==> src/rtl/complex_acc_stage.sv <==
// Complex dot-product accumulator: sums ACC_LEN signed complex products (or fewer on flush)
// and presents the widened sum over a valid/ready port.
module complex_acc_stage #(
   parameter int unsigned DATA_WIDTH = 8,
   parameter int unsigned ACC_LEN    = 4,
   parameter int unsigned GUARD_BITS = 4
) (
   input  logic                                 clk,
   input  logic                                 rstn,
   input  logic                                 sw_rst,
   input  logic                                 res_val,
   output logic                                 res_ready,
   input  logic [2*DATA_WIDTH-1:0]              result_re,
   input  logic [2*DATA_WIDTH-1:0]              result_im,
   input  logic                                 flush,
   output logic                                 acc_val,
   input  logic                                 acc_ready,
   output logic [2*DATA_WIDTH+GUARD_BITS-1:0]   acc_re,
   output logic [2*DATA_WIDTH+GUARD_BITS-1:0]   acc_im,
   output logic [$clog2(ACC_LEN+1)-1:0]         acc_n
);

   localparam int unsigned AW = 2*DATA_WIDTH + GUARD_BITS;
   localparam int unsigned NW = $clog2(ACC_LEN+1);

   typedef enum logic {StAccum, StOutput} state_e;

   state_e               r_state;
   state_e               w_state_next;
   logic signed [AW-1:0] r_sum_re;
   logic signed [AW-1:0] r_sum_im;
   logic signed [AW-1:0] w_term_re;
   logic signed [AW-1:0] w_term_im;
   logic signed [AW-1:0] w_add_re;
   logic signed [AW-1:0] w_add_im;
   logic [NW-1:0]        r_cnt;
   logic [NW-1:0]        w_cnt_inc;
   logic                 w_accept;
   logic                 w_emit;

   assign w_accept  = res_val && (r_state == StAccum);
   assign w_term_re = w_accept ? AW'($signed(result_re)) : '0;
   assign w_term_im = w_accept ? AW'($signed(result_im)) : '0;
   assign w_add_re  = r_sum_re + w_term_re;
   assign w_add_im  = r_sum_im + w_term_im;
   assign w_cnt_inc = r_cnt + NW'(w_accept);

   // Emit on a full group, or on flush when there is at least one term (held or arriving).
   assign w_emit = (r_state == StAccum) &&
                   ((w_accept && (r_cnt == NW'(ACC_LEN-1))) ||
                    (flush && ((r_cnt != '0) || w_accept)));

   always_comb begin
      w_state_next = r_state;
      unique case (r_state)
         StAccum:  if (w_emit)    w_state_next = StOutput;
         StOutput: if (acc_ready) w_state_next = StAccum;
      endcase
   end

   always_ff @(posedge clk or negedge rstn) begin
      if (!rstn) begin
         r_state  <= StAccum;
         r_sum_re <= '0;
         r_sum_im <= '0;
         r_cnt    <= '0;
         acc_re   <= '0;
         acc_im   <= '0;
         acc_n    <= '0;
      end else if (sw_rst) begin
         r_state  <= StAccum;
         r_sum_re <= '0;
         r_sum_im <= '0;
         r_cnt    <= '0;
         acc_re   <= '0;
         acc_im   <= '0;
         acc_n    <= '0;
      end else begin
         r_state <= w_state_next;
         if (w_emit) begin
            acc_re   <= w_add_re;
            acc_im   <= w_add_im;
            acc_n    <= w_cnt_inc;
            r_sum_re <= '0;
            r_sum_im <= '0;
            r_cnt    <= '0;
         end else begin
            r_sum_re <= w_add_re;
            r_sum_im <= w_add_im;
            r_cnt    <= w_cnt_inc;
         end
      end
   end

   assign res_ready = (r_state == StAccum);
   assign acc_val   = (r_state == StOutput);

endmodule

==> config.mk <==
export PLATFORM = sky130hd
export DESIGN_NAME = complex_acc_stage
export DESIGN_NICKNAME = d
export VERILOG_FILES = /design/src/rtl/complex_acc_stage.sv
export SDC_FILE = /design/constraint.sdc
export NUM_CORES = 1
export LEC_CHECK = 0
export ABC_AREA = 0
export BUFFER_PORTS_ARGS = -buffer_cell sky130_fd_sc_hd__buf_2
export CAP_MARGIN = 20
export CELL_PAD_IN_SITES_DETAIL_PLACEMENT = 2
export CELL_PAD_IN_SITES_GLOBAL_PLACEMENT = 2
export CORE_UTILIZATION = 32
export DETAILED_ROUTE_END_ITERATION = 10
export GPL_TIMING_DRIVEN = 0
export PLACE_DENSITY = 0.86
export SLEW_MARGIN = 40
export SYNTH_ARGS = -nofsm -noshare
export SYNTH_HDL_FRONTEND = slang
export SYNTH_SLANG_ARGS = --single-unit
==> constraint.sdc <==
create_clock -name clk -period 2.97 [get_ports clk]
set_clock_uncertainty 0.15 [all_clocks]
set_input_delay 0.594 -clock clk [delete_from_list [all_inputs] [get_ports clk]]
set_output_delay 0.594 -clock clk [all_outputs]
set_load 0.005 [all_outputs]
==> metrics <==
nets 857; Worst Setup Path Type reg -> reg; EDFF count, synth 0; worst-margin pin slew 0.945 ns; Avg Cell Area, Syn 8.88 sq um; Fillers 1809; P&R area growth vs syn 43.1%; Initial Utilization 32.8%; crit path max fanout 6; cell count of the worst reg-to-reg path 13; Yosys Warn Count 0; Peak VDD IR 0.448 mV; num rows 48; CTS sink cnt 87; grt met1 use 35.6%; capture point of the worst reg-to-reg path acc_re[16]; core area 17300 sq um; max-slew violations 0; Clock Path Buffers 2; Synth Area in Compound Gates 20.4%; Reg2Reg Launch Point acc_val; Max-slew headroom 37.0%; largest family of logic cells by synthesized area simple AND/OR/NAND/NOR gates; Yosys top cell by area dfrtp_1; PortBufs 82; Total GRT Usage 29.3%; HPWL Detailed 16200 microns; synth unique cells 60; Synth Flop Type dfrtp_1; via count 6088; Critical Path Start Type flip-flop; syn nets 719; register area 2180 sq um; Arr. time, crit path 3.27 ns; area of the multi-input gates 4190 sq um; Hold Violations, Final 1; Yosys top cell area share 38.4%; CP Capture Type flip-flop; xor/xnor share of the synthesized area 3.86%; clk slew on worst S/H paths 0.08 ns; Min-Delay Path Class in -> async; DR vias/cell 6.05; TritonRoute pass-1 iters 5; setup TNS -2.02 ns; CP Data Required Time 3.07 ns; die area 18300 sq um; post-route ant nets 0; Final min period 3.16 ns; mux contribution to synthesized area 0.176%; Adder-Cell Fraction of Synth Area 9.52%; Routed WL per cell 28.9 microns; Final Cycle Share 106%; largest cells by area after synthesis dfrtp_1 (38%), ha_1 (8.8%), and2_1 (4.5%); Post-route DRC 0; Die X-Extent 135 microns; Top Ports 83; largest net degree at the start of global routing 46; RSZ-0062 raised after global routing true; Post-Synthesis Cells 639; max cap viols 0; CTS Root Cell clkbuf_16; asr flop ratio synth 100%; Final WS setup -0.192 ns; met2 GRT Util 51.1%; H-tree depth 3; Clock Latency Late Sink 0.38 ns; sequential-to-total area share from yosys stat 38.4%; GR peak layer met2; fraction of layout cells with a size suffix above 1 38.8%; status complete, but fails checks; routed wire length 29100 microns; Die Ht 135 microns; worst hold slack -0.00298 ns; M3 GR Usage 4.90%; first-pass GRT wire length 39400 microns; flop2flop setup slack -0.19 ns; Mapped Area 5680 sq um; Synth Register Bits 87; RePlAce Congestion 0.886; simple-gate share of the synthesized area 24.4%; initial DRC count 297; Hold-fix buffers, CTS 0; initial antenna violation count 0; total CTS buffers 9; antenna cell count 0; maximum clock frequency 0.316 GHz; failing checks hold timing, setup timing; dpl cells 947; power per cell area 513 nW/um^2; CTS tree yes; Leak 0.00379 uW; number of global-route vias before repair 6619; Final setup viols 23; Post-Layout Cell Count 1006; grt ovf 0
==> synthesized netlist by cell type, drive strengths merged, types with 7 or more instances <==
cell     n
a31oi    8
xnor2   14
dfrtp   87
a21oi   45
buf     20
nand2   60
a21o    26
xor2    11
nor2    51
and2    41
o21ai   32
and3    20
o21a     7
nand3   32
ha      40
a211oi   9
nor3    22
nand4    9
clkbuf  18
==> cell type report <==
type | count | area share (%)
clock buffers | 9 | 2.77
plain buffers | 34 | 2.70
inverters | 6 | 0.277
flip-flops and latches | 87 | 26.8
clock inverters | 6 | 1.65
repair buffers | 131 | 10.7
well taps | 225 | 3.47
multi-input cells | 508 | 51.6
==> metrics by stage <==
step	power (uW)	area (sq um)	utilization [%]	setup WS, ns
floorplan	1930	5690	-	-0.00376
global placement	2220	6380	36.9	-0.789
detailed placement	2290	6410	37.1	-1.03
CTS	3860	7330	42.4	-0.111
global route	4280	8120	47.0	-0.281
finish	4160	8120	47.0	-0.192
==> how the worst max path moves through the flow <==
stage                    to  startpoint  slack, ns
3_5_place_dp     acc_re[16]     res_val      -1.03
6_report         acc_re[16]     acc_val      -0.19
4_1_cts          acc_re[16]     acc_val      -0.11
3_3_place_gp     acc_re[17]     res_val      -0.79
2_1_floorplan     acc_re[8]     res_val     -0.004
5_1_grt        r_sum_re[14]     acc_val      -0.28
==> registers in the layout, indices dropped and copies added, names as in the netlist <==
signal / cells
acc_im: 20
acc_val: 1
acc_re: 20
r_sum_im: 20
acc_n: 3
r_sum_re: 20
r_cnt: 3
==> repair_timing <==
action	CTS	global route
gates cloned	1	0
setup buffers	20	28
pin swaps	25	60
resized for setup	96	124
endpoints found under the setup margin	63	44
==> cells in the final DEF (no fill, tap or decap), drive strengths merged, types with 11 or more instances in the layout <==
| cell | netlist | layout |
|---|---|---|
| a21oi | 45 | 45 |
| buf | 20 | 153 |
| clkbuf | 18 | 21 |
| and3 | 20 | 20 |
| xor2 | 11 | 11 |
| xnor2 | 14 | 14 |
| nor2 | 51 | 51 |
| nand2 | 60 | 60 |
| dfrtp | 87 | 87 |
| o21ai | 32 | 32 |
| and2 | 41 | 41 |
| nor3 | 22 | 22 |
| ha | 40 | 40 |
| nand3 | 32 | 32 |
| a21o | 26 | 26 |
==> kinds of logic (layout without fill, tap and decap cells) <==
| family | count (synthesis) | in the layout |
|---|---|---|
| XOR/XNOR | 25 | 25 |
| adder cells (fa/ha/maj) | 42 | 42 |
| buffers and inverters | 44 | 186 |
| AND/OR/NAND/NOR | 269 | 269 |
| flip-flops | 87 | 87 |
| multiplexers | 1 | 1 |
| AO/OA/AOI/OAI | 171 | 171 |
==> where the power goes <==
part	total (uW)	switching [uW]	internal, uW
registers	1370	78.2	1290
clock network	1480	576	904
logic	1320	803	512
total	4160	1460	2710
==> metal layers <==
metal  routed length, microns  up-vias
li1                         -     2597
met1                    11400     3149
met2                    14700      249
met3                     1740       93
met4                     1210        0
met5                        0        -
==> worst max-delay path: stages (launching register included) <==
cell and delay (ns):
dfrtp_2 0.44, nor2b_4 0.14, buf_12 0.14, buf_8 0.12
and2_4 0.14, ha_4 0.13, fa_2 0.26, a21oi_4 0.08
nand4b_1 0.32, a211o_4 0.47, buf_12 0.14, nand3_4 0.12
a2111oi_4 0.09, a311o_1 0.30
Note: power is estimated with default switching activity, not from simulation.
